`src/rtl/draw_scheduler.sv`:
```
// Per-frame sequencer for the shared rectangle drawer: erases last frame's objects,
// pulses the select-mux latch, then draws every alive object in index order.
module draw_scheduler #(
    parameter int NUM_OBJ = 5,
    parameter int TIMEOUT = 1023
) (
    input  logic               clk,
    input  logic               reset,
    input  logic               frame_tick,
    input  logic [NUM_OBJ-1:0] obj_mask,
    input  logic               draw_done,
    output logic [3:0]         control_signal,
    output logic               draw_start,
    output logic               erase,
    output logic               latch_pulse,
    output logic               frame_done,
    output logic               busy,
    output logic               overrun,
    output logic [7:0]         timeout_cnt
);

    localparam int TW = $clog2(TIMEOUT);

    localparam logic [2:0] ST_IDLE  = 3'd0;
    localparam logic [2:0] ST_SCAN  = 3'd1;
    localparam logic [2:0] ST_START = 3'd2;
    localparam logic [2:0] ST_WAIT  = 3'd3;
    localparam logic [2:0] ST_LATCH = 3'd4;
    localparam logic [2:0] ST_DONE  = 3'd5;

    localparam logic PH_ERASE = 1'b0;
    localparam logic PH_DRAW  = 1'b1;

    localparam logic [3:0]    LAST_IDX = 4'(NUM_OBJ);
    localparam logic [TW-1:0] TMO_LAST = TW'(TIMEOUT - 1);

    logic [2:0]         r_state;
    logic [3:0]         r_idx;
    logic               r_phase;
    logic [NUM_OBJ-1:0] r_prev_mask;
    logic [NUM_OBJ-1:0] r_draw_mask;
    logic               r_pending;
    logic [TW-1:0]      r_timer;
    logic               r_overrun;
    logic [7:0]         r_timeout_cnt;

    logic [3:0]         r_control;
    logic               r_draw_start;
    logic               r_erase;
    logic               r_latch;
    logic               r_frame_done;
    logic               r_busy;

    logic [2:0]         w_state_nx;
    logic [3:0]         w_idx_nx;
    logic               w_phase_nx;
    logic [NUM_OBJ-1:0] w_prev_mask_nx;
    logic [NUM_OBJ-1:0] w_draw_mask_nx;
    logic               w_pending_nx;
    logic [TW-1:0]      w_timer_nx;
    logic               w_overrun_nx;
    logic [7:0]         w_tcnt_nx;
    logic [15:0]        w_active_ext;
    logic               w_obj_en;
    logic               w_in_obj;

    // Erase walks last frame's mask, draw walks the mask captured at the latch
    always_comb begin
        if (r_phase == PH_ERASE) begin
            w_active_ext = 16'(r_prev_mask);
        end else begin
            w_active_ext = 16'(r_draw_mask);
        end
    end

    assign w_obj_en = w_active_ext[r_idx];
    assign w_in_obj = (w_state_nx == ST_START) || (w_state_nx == ST_WAIT);

    // Next-state, frame bookkeeping and tick queuing
    always_comb begin
        w_state_nx     = r_state;
        w_idx_nx       = r_idx;
        w_phase_nx     = r_phase;
        w_prev_mask_nx = r_prev_mask;
        w_draw_mask_nx = r_draw_mask;
        w_pending_nx   = r_pending;
        w_timer_nx     = r_timer;
        w_overrun_nx   = r_overrun;
        w_tcnt_nx      = r_timeout_cnt;

        // Only one tick can be queued behind a running frame; a second is lost
        if (frame_tick && (r_state != ST_IDLE)) begin
            if (r_pending) begin
                w_overrun_nx = 1'b1;
            end else begin
                w_pending_nx = 1'b1;
            end
        end else begin
            w_overrun_nx = r_overrun;
        end

        case (r_state)
            ST_IDLE: begin
                if (frame_tick || r_pending) begin
                    w_state_nx   = ST_SCAN;
                    w_phase_nx   = PH_ERASE;
                    w_idx_nx     = 4'd0;
                    w_pending_nx = 1'b0;
                end else begin
                    w_state_nx = ST_IDLE;
                end
            end
            ST_SCAN: begin
                if (r_idx == LAST_IDX) begin
                    if (r_phase == PH_ERASE) begin
                        w_state_nx = ST_LATCH;
                    end else begin
                        w_state_nx = ST_DONE;
                    end
                end else if (w_obj_en) begin
                    w_state_nx = ST_START;
                end else begin
                    w_idx_nx = r_idx + 4'd1;
                end
            end
            ST_START: begin
                w_timer_nx = {TW{1'b0}};
                w_state_nx = ST_WAIT;
            end
            ST_WAIT: begin
                // A done arriving on the last timer cycle still counts as success
                if (draw_done) begin
                    w_idx_nx   = r_idx + 4'd1;
                    w_state_nx = ST_SCAN;
                end else if (r_timer == TMO_LAST) begin
                    if (r_timeout_cnt != 8'hFF) begin
                        w_tcnt_nx = r_timeout_cnt + 8'd1;
                    end else begin
                        w_tcnt_nx = r_timeout_cnt;
                    end
                    w_idx_nx   = r_idx + 4'd1;
                    w_state_nx = ST_SCAN;
                end else begin
                    w_timer_nx = r_timer + TW'(1);
                end
            end
            ST_LATCH: begin
                w_draw_mask_nx = obj_mask;
                w_phase_nx     = PH_DRAW;
                w_idx_nx       = 4'd0;
                w_state_nx     = ST_SCAN;
            end
            ST_DONE: begin
                w_prev_mask_nx = r_draw_mask;
                if (r_pending) begin
                    w_pending_nx = 1'b0;
                    w_phase_nx   = PH_ERASE;
                    w_idx_nx     = 4'd0;
                    w_state_nx   = ST_SCAN;
                end else begin
                    w_state_nx = ST_IDLE;
                end
            end
            default: begin
                w_state_nx = ST_IDLE;
                w_idx_nx   = 4'd0;
            end
        endcase
    end

    // Sequencer state and sticky status
    always_ff @(posedge clk or negedge reset) begin
        if (!reset) begin
            r_state       <= ST_IDLE;
            r_idx         <= 4'd0;
            r_phase       <= PH_ERASE;
            r_prev_mask   <= {NUM_OBJ{1'b0}};
            r_draw_mask   <= {NUM_OBJ{1'b0}};
            r_pending     <= 1'b0;
            r_timer       <= {TW{1'b0}};
            r_overrun     <= 1'b0;
            r_timeout_cnt <= 8'd0;
        end else begin
            r_state       <= w_state_nx;
            r_idx         <= w_idx_nx;
            r_phase       <= w_phase_nx;
            r_prev_mask   <= w_prev_mask_nx;
            r_draw_mask   <= w_draw_mask_nx;
            r_pending     <= w_pending_nx;
            r_timer       <= w_timer_nx;
            r_overrun     <= w_overrun_nx;
            r_timeout_cnt <= w_tcnt_nx;
        end
    end

    // Moore outputs registered from the state being entered
    always_ff @(posedge clk or negedge reset) begin
        if (!reset) begin
            r_control    <= 4'd0;
            r_draw_start <= 1'b0;
            r_erase      <= 1'b0;
            r_latch      <= 1'b0;
            r_frame_done <= 1'b0;
            r_busy       <= 1'b0;
        end else begin
            r_control    <= w_in_obj ? w_idx_nx : 4'd0;
            r_draw_start <= (w_state_nx == ST_START);
            r_erase      <= w_in_obj && (w_phase_nx == PH_ERASE);
            r_latch      <= (w_state_nx == ST_LATCH);
            r_frame_done <= (w_state_nx == ST_DONE);
            r_busy       <= (w_state_nx != ST_IDLE);
        end
    end

    assign control_signal = r_control;
    assign draw_start     = r_draw_start;
    assign erase          = r_erase;
    assign latch_pulse    = r_latch;
    assign frame_done     = r_frame_done;
    assign busy           = r_busy;
    assign overrun        = r_overrun;
    assign timeout_cnt    = r_timeout_cnt;

endmodule

```
`config.mk`:
```
export PLATFORM = sky130hd
export DESIGN_NAME = draw_scheduler
export DESIGN_NICKNAME = d
export VERILOG_FILES = /design/src/rtl/draw_scheduler.sv
export SDC_FILE = /design/constraint.sdc
export NUM_CORES = 1
export LEC_CHECK = 0
export BUFFER_PORTS_ARGS = -buffer_cell sky130_fd_sc_hd__buf_2
export CAP_MARGIN = 30
export CORE_MARGIN = 2
export CORE_UTILIZATION = 45
export DETAILED_ROUTE_END_ITERATION = 10
export PLACE_DENSITY = 0.73
export SETUP_SLACK_MARGIN = 0.02
export SYNTH_ARGS = -nofsm -noshare
export SYNTH_HDL_FRONTEND = slang
export SYNTH_SLANG_ARGS = --single-unit
```
`constraint.sdc`:
```
create_clock -name clk -period 2.7 [get_ports clk]
set_input_delay 0.54 -clock clk [delete_from_list [all_inputs] [get_ports clk]]
set_output_delay 0.54 -clock clk [all_outputs]
set_load 0.05 [all_outputs]
```
==> results of run 1 <==
[cells in the final DEF (no fill, tap or decap), types with 8 or more instances in the layout]
cell type / instances
sky130_fd_sc_hd__inv_1: 8
sky130_fd_sc_hd__o21ai_0: 8
sky130_fd_sc_hd__nand3_1: 9
sky130_fd_sc_hd__nor2_1: 14
sky130_fd_sc_hd__nand2_1: 14
sky130_fd_sc_hd__mux2_2: 13
sky130_fd_sc_hd__xnor2_1: 11
sky130_fd_sc_hd__a21oi_1: 12
sky130_fd_sc_hd__buf_2: 26
sky130_fd_sc_hd__dfrtp_1: 47
[metrics by stage]
step | hold WS, ns | util (%) | setup WS (ns)
final | 0.306 | 53.0 | 0.531
after global routing | 0.370 | 53.0 | 0.334
after CTS | 0.339 | 53.0 | 0.541
after detailed placement | 0.455 | 50.4 | 0.555
after global placement | 0.453 | 50.4 | 0.646
after floorplan | 0.244 | - | 0.779
[kinds of logic after synthesis]
group                      after synthesis
buffers and inverters                   16
xor gates and xnor gates                12
and+or+nand+nor                         80
AOI/OAI and AO/OA                       47
DFF                                     47
adders and majority gates                5
muxes                                   16
[power breakdown]
group,switching (mW),internal [mW]
Clock,0.229,0.370
Combinational,0.514,0.368
Sequential,0.197,0.868
[worst max-delay path, delay by kind of cell (launching register included)]
kind	cells	cell delay, ns
AO/OA/AOI/OAI	1	0.26
flip-flops	1	0.59
AND/OR/NAND/NOR	4	1.19
[cell type report]
type	count	area share [%]
Tap cell	70	3.24
Clock inverter	2	2.22
Sequential cell	47	43.5
Timing Repair Buffer	29	5.64
Inverter	9	1.25
Clock buffer	6	2.68
Multi-Input combinational cell	160	41.5
[registers in the layout (all words and copies together) (netlist names), 3 cells and up]
| name | count |
|---|---|
| r_prev_mask | 5 |
| control_signal | 4 |
| r_timer | 10 |
| r_draw_mask | 5 |
| r_state | 3 |
| r_idx | 4 |
| timeout_cnt | 8 |
[worst max-delay path by stage]
stage	endpoint	slack [ns]	from
3_3_place_gp	control_signal[2]	0.65	r_state[2]
6_report	r_idx[2]	0.53	r_state[2]
4_1_cts	r_idx[2]	0.54	r_state[2]
3_5_place_dp	r_idx[2]	0.56	r_state[2]
5_1_grt	r_timer[7]	0.33	r_timer[0]
2_1_floorplan	control_signal[2]	0.78	r_timer[0]
[layer usage]
metal | up-vias | global-route usage (%)
li1 | 870 | -
met5 | - | 0
met3 | 7 | 3.91
met4 | 0 | 6.36
met1 | 856 | 23.1
met2 | 50 | 25.4
==> metrics list, run 1 <==
- Measured along the x axis, the die boundary spans 76.6 um.
- Registers take 1180 um^2.
- Yosys instantiated no cell more often than sky130_fd_sc_hd__dfrtp_1.
- The worst register-to-register path begins at r_state[2].
* Share of async-settable or async-resettable flops after synthesis: 100%
- For this block, wires on met1 add up to 2160 um.
- Synthesis inferred 47 register bits.
* Terminus of the critical flop-to-flop path: r_idx[2]
- Global routing consumed, over all layers together, 16.6% of the routing resources.
* Clock latency of the later-clocked register in the worst-skew pair: around 0.30 ns
* Commonest register cell after synthesis: sky130_fd_sc_hd__dfrtp_1
* Via count: 1783
* Number of global-route vias before repair: 1678
- The initial utilization of the core area, before any placement, comes to 46.5%.
* Max capacitance violation total: 0
- STA classifies the critical path startpoint as a register.
- WL met3: 233 um
- The number of pins with negative max-slew slack in the final report is 0.
* Depth of the worst register-to-register path: 5
* Last weighted congestion value of the routability-driven placer: 0.935
* Share of cells above drive strength 1: 24.9%
- For the final routed database, the setup TNS stands at 0 ns.
* Grt total ovfl: 0
- TritonCTS clock tree: yes
- For this run, the top clock speed supported by timing is around 460 MHz.
- Post-synthesis compound-gate area fraction: 14.0%
- Die area: 5870 um^2
- Clock tree root buffer cell: sky130_fd_sc_hd__clkbuf_8
* Total power of the final layout: 2.55 mW
* Top cells by area, synth: sky130_fd_sc_hd__dfrtp_1, sky130_fd_sc_hd__mux2_2, sky130_fd_sc_hd__xnor2_1, sky130_fd_sc_hd__ha_1, sky130_fd_sc_hd__a21oi_1
* Reg-to-reg setup timing slack: ~0.53 ns
- After Yosys synthesis, XOR and XNOR cells account for 4.43% of the synthesized area.
* Final worst-path cycle share: 80.3%
* Leakage power summed over all cells: 1.27 nW
* Number of fillers in the final layout: 458
- After detailed routing, the average wire length per cell comes to 13.9 um.
* Outcome: complete, no violations
- In this run the vertical extent of the chip is 76.6 um.
- Cell area after placement: 2570 um^2
- CTS built an H-tree with a depth of 2.
- CP Data Arrival Time: 2.34 ns
- Sequential fraction of the synthesis area: 49.6%
- Clock-pin slew was measured on the worst setup and hold paths at 0.08 ns.
- The number of placed instances, taps included, is 315.
- By count the netlist is led by sky130_fd_sc_hd__dfrtp_1, sky130_fd_sc_hd__nand2_1, sky130_fd_sc_hd__nor2_1, sky130_fd_sc_hd__mux2_2, sky130_fd_sc_hd__a21oi_1.
- Initial antenna violation count: 0
- After detailed routing, the number of remaining DRC violations is 0.
* Endpoint type of the worst setup path: register
- Among all stages on the critical path, the largest delay is contributed by sky130_fd_sc_hd__dfrtp_1.
- Count of port buffers added during placement: 26
- Number of clock sinks: 47
* Number of standard-cell rows in the floorplan: 26
- After synthesis, the share of cell area in mux cells is 7.43%.
- Highest routed metal layer: met4
- Final nets: 266
- # resized after CTS: 0
- Cell type with the highest aggregate area in the netlist: sky130_fd_sc_hd__dfrtp_1
- On the worst path, the slowest cell contributes a delay of 0.59 ns.
- Synthesized cell area: 2370 um^2
- After synthesis, the largest family of logic cells by area is simple AND/OR/NAND/NOR gates.
* Total CTS buffers: 5
* Largest net degree at the start of global routing: between 40 and 50
- Post-synthesis average cell area: ~11 um^2
* Routed wire length: 4480 um
- Dividing total power by cell area gives a power density of 941 nW/um^2.
- Via density: 5.52
- Walking the worst path, the cells encountered are nand2b_1, nor2_1, or4_4, a221oi_2, nand3_1.
* Post-CTS Setup Inserts: 0
- The share of synthesized area in the top cell type comes to between 40 and 50%.
* Worst clock skew: 0.00788 ns
- Of all nets on the critical path, the largest fanout is 14.
- The clock passes through at most 2 buffers.
- For the finished layout, the period the worst path requires is 2.17 ns.
* Multi-input gate area in the final layout: 1120 um^2
- In this run, the number of DRC markers left after iteration 0 of detailed routing was 138.
- Detailed routing placed a total of 2010 um of wire on met2.
- Crit path kind: reg -> reg
- Normalized max-slew margin: 45.0%
- Core area: 5110 um^2
- The Yosys step of the flow raised 0 warnings.
- The first global-routing pass estimated 7820 um of wire.
- HPWL Detailed: roughly 3200 um
* Endpoints failing setup: 0
- Buffers inserted to repair hold after CTS numbered 0.
* Number of diodes added for antenna fixing: 0
- 27 I/O pins were placed.
* Area grow syn2layout: 14.0%
* Number of distinct library cells after synthesis: 49
* Post-route non-filler standard cell count: approximately 320
* Worst-case vdd ir drop: between 0.5 and 0.6 mV
* Least-Margin Pin Slew: 0.817 ns
- Number of enable flip-flop cells after synthesis: 0
- In this run the remaining antenna-violating nets after routing total 0.
- Synth Area in Simple Gates: a little under a fifth
- The number of endpoints with negative hold slack in the final report was 0.
- Number of instances in the synthesized netlist: 223
* Pre-antenna DRT Iters: 4
* RSZ-0062 raised after global routing: no
- Data required time of the critical path: 2.87 ns
* Cell area after layout: 2710 um^2
- The tightest min-delay check is of the in -> async type.
- Adder-cell share of the synthesized area: 2.64%
- Post-Syn Nets: 237
Power figures use the tool's default switching activity.
==> run 2: changes to the inputs <==
ABC_AREA = 1   (was default)
clock period = 2.12 ns   (was 2.7 ns; I/O delays follow)
==> run 2 against run 1 <==
Net effect:
- sequential share of layout area increased by 1.1 points
- power rose by 19%
- fmax grew 17%
- worst hold slack got worse by 0.22 ns
- clock power decreased by 13%
- flip-flop and latch count unchanged
- combinational power increased by 37%
- clock-buffer cell count grew 1
- non-clock buffer count fell by 1
- worst setup slack worse by 0.26 ns
==> metrics list, run 2 <==
- Post-CTS Setup Inserts: 0
- For this design the top-level I/O count stands at 27.
- The die is 76.1 um tall.
- Terminus of the critical flop-to-flop path: control_signal[2]
- Yosys printed 0 warnings.
- The number of pins with negative max-slew slack in the final report is 0.
- For the worst-skew pair, the clock arrives at the later sink with an insertion delay of 0.30 ns.
- Tightest Hold Check Type: in -> async
* Die area: 5790 um^2
- Portion of synthesized cell area occupied by the leading cell type: 50.3%
- Worst Setup SP: r_timer[0]
- Worst clock skew: 0.00735 ns
- Depth of the worst register-to-register path: 9
* Cell type with the highest aggregate area in the netlist: sky130_fd_sc_hd__dfrtp_1
- Number of DRC markers in iteration 0: 92
- Area occupied by registers: about 1200 um^2
- After floorplanning, the core was divided into 26 placement rows.
- Post-CTS repair changed the size of 0 cells.
- Via count: 1786
- Share of async-settable or async-resettable flops after synthesis: 100%
- Setup violations remaining at the end of the flow were counted as 0.
- The routed design could run at a clock period as short as 1.85 ns.
* Clock tree root buffer cell: sky130_fd_sc_hd__clkbuf_8
- First-pass GRT wire length: 8050 um
- Wires add up to 4360 um.
- Most numerous cell types in the synthesized netlist: sky130_fd_sc_hd__nand2_1, sky130_fd_sc_hd__dfrtp_1, sky130_fd_sc_hd__inv_1, sky130_fd_sc_hd__nor2_1, sky130_fd_sc_hd__nand3_1
* Share of cells above drive strength 1: 19.7%
- Largest net degree at the start of global routing: 48
- In this run the standard cell core region covers 5070 um^2.
- The netlist uses 34 different library cells.
- The setup path with the least slack is of type reg -> reg.
- For this run, the top clock speed supported by timing is 541 MHz.
- R2r startpoint: r_timer[0]
* Number of diodes added for antenna fixing: 0
* RSZ-0062 raised after global routing: no
* Top cells by area, synth: sky130_fd_sc_hd__dfrtp_1, sky130_fd_sc_hd__nand2_1, sky130_fd_sc_hd__inv_1, sky130_fd_sc_hd__nor2_1, sky130_fd_sc_hd__nand3_1
- The via count of the first global-routing pass was 1710.
- Per report_power, the clock group accounts for 17.2% of the total.
* Commonest register cell after synthesis: sky130_fd_sc_hd__dfrtp_1
* Clock-pin slew of the registers on the worst-case setup and hold paths: 0.09 ns
- The count of nets left with antenna violations once routing finished came out at 0.
* Sequential fraction of the synthesis area: 50.3%
- CP Data Arrival Time: 2.03 ns
* Number of enable flip-flop cells after synthesis: 0
- The worst register-to-register path has a setup slack of 0.27 ns.
- At the pin with the least slew margin, the transition time is approximately 0.46 ns.
- In the final layout, the multi-input gates occupy 973 um^2.
* Power share of the combinational group: between 40% and 50%
- The area growth from synthesis to layout is 12.9%.
- In the routed design, unresolved DRC markers number 0.
- In this run the power spent charging and discharging nets is around 1.3 mW.
* Total CTS buffers: 5
- Yosys instantiated no cell more often than sky130_fd_sc_hd__nand2_1.
* Final nets: 317
- Normalized max-slew margin: between 60 and 70%
- STA classifies the critical path startpoint as a register.
* TritonCTS clock tree: yes
- Number of fillers in the final layout: about 500
* Pwr per Cell Area: between 1000 and 1500 nW/um^2
- Die width: ~76 um
- Outcome: complete, no violations
* Number of instances in the synthesized netlist: 272
- Wire length per cell: 11.7 um
- The cell area that synthesis handed to floorplanning was approximately 2300 um^2.
- HPWL Detailed: 3200 um
- Final worst-path cycle share: 87.2%
- Max capacitance violation total: 0
- Number of clock sinks: 47
- STA classifies the critical path endpoint as a register.
* Worst Setup EP: control_signal[2]
- Worst-case vdd ir drop: approximately 0.77 mV
- Maximum fanout along the worst path: 14
- r_timer holds more flip-flops than any other register.
- Global routing used 17.5% of the available tracks.
- Per report_power, the sequential group accounts for a little over two fifths of the total.
- Initial antenna violation count: 0
* Proportion of total power due to net switching: about 43%
- The register with the most flip-flops in the layout has 10 of them.
- Pre-antenna DRT Iters: 4
- #FFs+latches synth: 47
* Number of hold buffers added after cts: 0
- Via density: 4.78
- Last weighted congestion value of the routability-driven placer: between 0.8 and 0.9
- The number of nets in the synthesized netlist is 286.
* Data required time of the critical path: approximately 2.3 ns
- Final TNS setup: 0 ns
- Summed over all cells, the static leakage comes to 1.37 nW.
* Leading cell types in the layout, fill and taps excluded: sky130_fd_sc_hd__nand2_1, sky130_fd_sc_hd__dfrtp_1, sky130_fd_sc_hd__inv_1
- Internal portion of total power: 1.73 mW
* Count of port buffers added during placement: 26
- Most frequent standard cell in the layout excluding fill and tap cells: sky130_fd_sc_hd__nand2_1
- Summed over all layers, the global routing overflow is 0.
- The clock tree synthesis step divided the H-tree into 2 levels.
- Once the floorplan was initialized, standard cells occupied 46.1% of the core.
- Post-synthesis average cell area: ~8.6 um^2
- Total power of the final layout: 3.02 mW
- Number of buffers on the longest clock path: 2
- The number of endpoints with negative hold slack in the final report is 0.
-- run 2: cell types whose count changed in the layout (fill, tap and decap cells not counted), moves of 4 or more --
cell | previous run | this run
sky130_fd_sc_hd__inv_1 | 8 | 40
sky130_fd_sc_hd__xor2_1 | 1 | 7
sky130_fd_sc_hd__nor2_1 | 14 | 25
sky130_fd_sc_hd__mux2_2 | 13 | 0
sky130_fd_sc_hd__nand2b_1 | 5 | 0
sky130_fd_sc_hd__xnor2_1 | 11 | 4
sky130_fd_sc_hd__nand2_1 | 14 | 58
sky130_fd_sc_hd__and3_1 | 6 | 0
sky130_fd_sc_hd__a31oi_1 | 4 | 0
sky130_fd_sc_hd__nand3_1 | 9 | 18
sky130_fd_sc_hd__o31ai_1 | 4 | 0
sky130_fd_sc_hd__nor2_2 | 0 | 5
-- run 2: final cells by class --
type | count | area share [%]
multi-input cells | 177 | 36.9
inverters | 44 | 6.25
flip-flops and latches | 47 | 44.5
clock inverters | 1 | 0.189
repair buffers | 28 | 5.97
clock buffers | 7 | 2.89
well taps | 70 | 3.32
-- run 2: kinds of logic after synthesis --
family                     synth area share, %
buffers and inverters                     8.08
adders and majority gates                 2.68
and+or+nand+nor                           26.1
DFF                                       50.3
AOI/OAI and AO/OA                         8.77
xor gates and xnor gates                  4.12
-- run 2: worst min-delay path by stage --
| stage | from | endpoint | slack [ns] | cells past startpoint |
|---|---|---|---|---|
| final | reset | r_timer[7] | 0.09 | 2 |
| after CTS | reset | r_timer[7] | 0.1 | 2 |
| after floorplan | reset | busy | 0.13 | 0 |
| after global routing | reset | r_timer[7] | 0.1 | 2 |
| after detailed placement | reset | draw_start | 0.43 | 2 |
| after global placement | reset | r_prev_mask[4] | 0.43 | 2 |
-- run 2: per-stage QoR --
| stage | util (%) | instance area, um^2 | instances | setup WS, ns | hold slack, ns |
|---|---|---|---|---|---|
| after floorplan | - | 2340 | 272 | 0.409 | 0.128 |
| after global placement | 50.4 | 2560 | 366 | 0.396 | 0.427 |
| after detailed placement | 50.4 | 2560 | 366 | 0.303 | 0.429 |
| after CTS | 52.0 | 2640 | 374 | 0.270 | 0.0986 |
| after global routing | 52.0 | 2640 | 374 | 0.0315 | 0.0968 |
| final | 52.0 | 2640 | 374 | 0.271 | 0.0914 |
-- run 2: power by group through the flow --
| stage | clock [mW] | combinational [mW] | sequential [mW] |
|---|---|---|---|
| 4_1_cts | 0.537 | 1.23 | 1.29 |
| 6_report | 0.521 | 1.21 | 1.29 |
| 3_3_place_gp | 0 | 1.19 | 1.30 |
| 3_5_place_dp | 0 | 1.23 | 1.30 |
| 5_1_grt | 0.579 | 1.41 | 1.33 |
| 2_1_floorplan | 0 | 0.857 | 1.40 |
-- run 2: worst max-delay path: stages, from the launching register on --
cell                      delay, ns
sky130_fd_sc_hd__dfrtp_1       0.41
sky130_fd_sc_hd__inv_1         0.10
sky130_fd_sc_hd__ha_1          0.16
sky130_fd_sc_hd__nand3_2       0.10
sky130_fd_sc_hd__o31ai_4       0.37
sky130_fd_sc_hd__nand2_4       0.18
sky130_fd_sc_hd__nor2_1        0.17
sky130_fd_sc_hd__nand2_1       0.09
sky130_fd_sc_hd__nand2_1       0.08
sky130_fd_sc_hd__a21oi_1       0.07
-- run 2: per-layer routing --
layer	part of all wire, %	track usage, %	vias to the layer above
met5	0	0	-
met4	1.3	6.36	0
met3	2.8	4.38	4
met2	46	26.3	24
met1	50	24.7	837
li1	-	-	921
==> run 3: changes to the inputs <==
clock period = 2.3 ns   (was 2.12 ns; I/O delays follow)
==> run 3 against run 2 <==
Net effect:
- die area is the same
- sequential power is 8% lower
- fmax is 0.48% lower
- routed wire length rose by 2.9%
- utilization is 0.15 points lower
- register-to-register slack gained 0.17 ns
- clock power fell by 8.3%
==> metrics list, run 3 (synthesized netlist as in run 2, its figures left out) <==
- The run finished with clean final reports.
- Count of port buffers added during placement: 26
* Number of flip-flops in the largest register: 10
- The number of pins with negative max-slew slack in the final report came to 0.
* Post-route ant nets: 0
- Setup repair after global routing left no endpoint under its margin.
* Register with the highest flop count: r_timer
- Routed wire length: 4490 um
- Worst-case vdd ir drop: 0.629 mV
- Part of the total power dissipated in sequential elements: 42.5%
* Worst clock skew: 0.0149 ns
- Clock latency on the worst-skew pair, taken at its later pin, is 0.30 ns.
* Data required time of the critical path: 2.47 ns
- After clock tree synthesis, the repair step resized 0 gates.
- For the finished layout, the period the worst path requires is 1.86 ns.
- Worst setup margin: 0.442 ns
* Post-route non-filler standard cell count: around 370
- Crit path kind: reg -> reg
- The floorplan step defined a die boundary enclosing 5790 um^2.
* Max Clk Rate: 538 MHz
- Cell area after placement: 2550 um^2
- Via density: 4.76
- First-pass GRT wire length: 7800 um
- Post-CTS timing repair inserted 0 buffers for setup.
* Core area: 5070 um^2
- In this run the worst setup path begins at r_timer[0].
- For the pin with the worst max-slew slack, the measured transition is 0.573 ns.
- STA classifies the critical path endpoint as a register.
- TritonCTS built the clock tree.
- Across all layers, the routed design uses 1777 vias.
- Wire length per cell: 12.0 um
- GRT Util Overall: 16.7%
- The most critical setup path has its endpoint at control_signal[1].
- Maximum fanout along the worst path: 14
- In this run the register-to-register setup slack is 0.44 ns.
- Final number of hold-violating endpoints: 0
- In this run, the combinational gates consume 40.4% of the power.
- Once detailed placement completed, the half-perimeter wirelength came to approximately 3400 um.
- Grt total ovfl: 0
- For the worst flop-to-flop path, the logic depth is 9.
- Total placed cells including tap cells: 365
* Leakage power summed over all cells: 1.37 nW
* Clock tree root buffer cell: sky130_fd_sc_hd__clkbuf_8
- After detailed routing, the number of remaining DRC violations is 0.
- In the layout the commonest cells are sky130_fd_sc_hd__nand2_1, sky130_fd_sc_hd__dfrtp_1, sky130_fd_sc_hd__inv_1.
- 0 antenna diodes ended up in the layout.
- Number of DRC markers in iteration 0: 61
- Area grow syn2layout: 12.6%
* Terminus of the critical flop-to-flop path: control_signal[1]
- The post-route netlist has 19.5% of its cells at a drive strength greater than 1.
- Initial standard-cell utilization of the core: 46.1%
* Number of clock sinks: 47
* Final TNS setup: 0 ns
- Total power of the final layout: between 2 and 3 mW
- Last weighted congestion value of the routability-driven placer: slightly above 0.9
- Normalized max-slew margin: approximately three fifths
- The via count of the first global-routing pass came to 1762.
- From left edge to right edge, the die measures ~76 um.
* Power spent charging and discharging nets: about 1.2 mW
- Dividing total power by cell area gives a power density of 1060 nW/um^2.
* Initial antenna violation count: 0
* Internal portion of total power: between 1.5 and 2 mW
- Final nets: ~320
- CTS HTree Levels: 2
* Number of hold buffers added after cts: 0
- Chip height: 76.1 um
* Cell area after layout: 2630 um^2
- Tightest Hold Check Type: in -> async
- Number of buffers on the longest clock path: 2
* Total CTS buffers: 5
- In the finished design, the share of the clock period the worst path needs comes to 80.8%.
* Final Core Density: 51.9%
- Across the run, the number of max-cap violations was 0.
- Io pins: 27
- Number of standard-cell rows in the floorplan: 26
* Largest net degree at the start of global routing: 26
* Endpoints failing setup: 0
- Per report_power, the clock group accounts for 17.1% of the total.
- Data on the critical path arrives at its endpoint at 2.03 ns.
- Worst hold-check slack: 0.149 ns
* Critical path startpoint category: register
* Most frequent standard cell in the layout excluding fill and tap cells: sky130_fd_sc_hd__nand2_1
- Placement Setup Slack: approximately 0.5 ns
* Pre-antenna DRT Iters: 4
- After clock tree synthesis, the clock-pin slew on the worst setup and hold paths is 0.09 ns.
* Proportion of total power due to net switching: 42.9%
- R2r startpoint: r_timer[0]
run 3: cell types whose count changed in the layout (fill, tap and decap cells not counted), sizes merged:
| cell | before | now |
|---|---|---|
| buf | 28 | 27 |
run 3: final cells by class:
type	count	area (um^2)
timing repair buffer	27	150
clock buffer	7	76.3
clock inverter	1	5.00
multi-input combinational	177	973
tap	70	87.6
sequential	47	1180
inverter	44	165
fill	492	2440
run 3: worst max-delay path: stages, from the launching register on:
cell	delay, ns
sky130_fd_sc_hd__dfrtp_1	0.41
sky130_fd_sc_hd__inv_1	0.09
sky130_fd_sc_hd__ha_1	0.16
sky130_fd_sc_hd__nand3_2	0.10
sky130_fd_sc_hd__o31ai_4	0.39
sky130_fd_sc_hd__nand2_4	0.18
sky130_fd_sc_hd__nor2_1	0.17
sky130_fd_sc_hd__nand2_1	0.09
sky130_fd_sc_hd__nand2_1	0.08
sky130_fd_sc_hd__a21oi_1	0.07
run 3: power by group through the flow:
stage,clock network (mW),logic [mW],registers (mW)
final,0.478,1.13,1.19
after global routing,0.516,1.29,1.23
after CTS,0.491,1.13,1.18
after detailed placement,0,1.13,1.20
after floorplan,0,0.790,1.29
after global placement,0,1.10,1.20
run 3: worst min-delay path by stage:
stage / startpoint / to / slack, ns / depth (start not counted)
after global placement: r_prev_mask[1] / r_prev_mask[1] / 0.47 / 2
after CTS: reset / r_timer[7] / 0.17 / 1
after floorplan: reset / busy / 0.16 / 0
after global routing: reset / r_timer[7] / 0.19 / 1
final: reset / r_timer[7] / 0.15 / 1
after detailed placement: overrun / overrun / 0.47 / 1
run 3: metal layers:
metal	GRT usage, %	vias up	part of all wire [%]
met5	0	-	0
met2	27.7	30	47
li1	-	916	-
met3	3.79	6	3.0
met4	6.18	0	1.6
met1	21.7	825	49
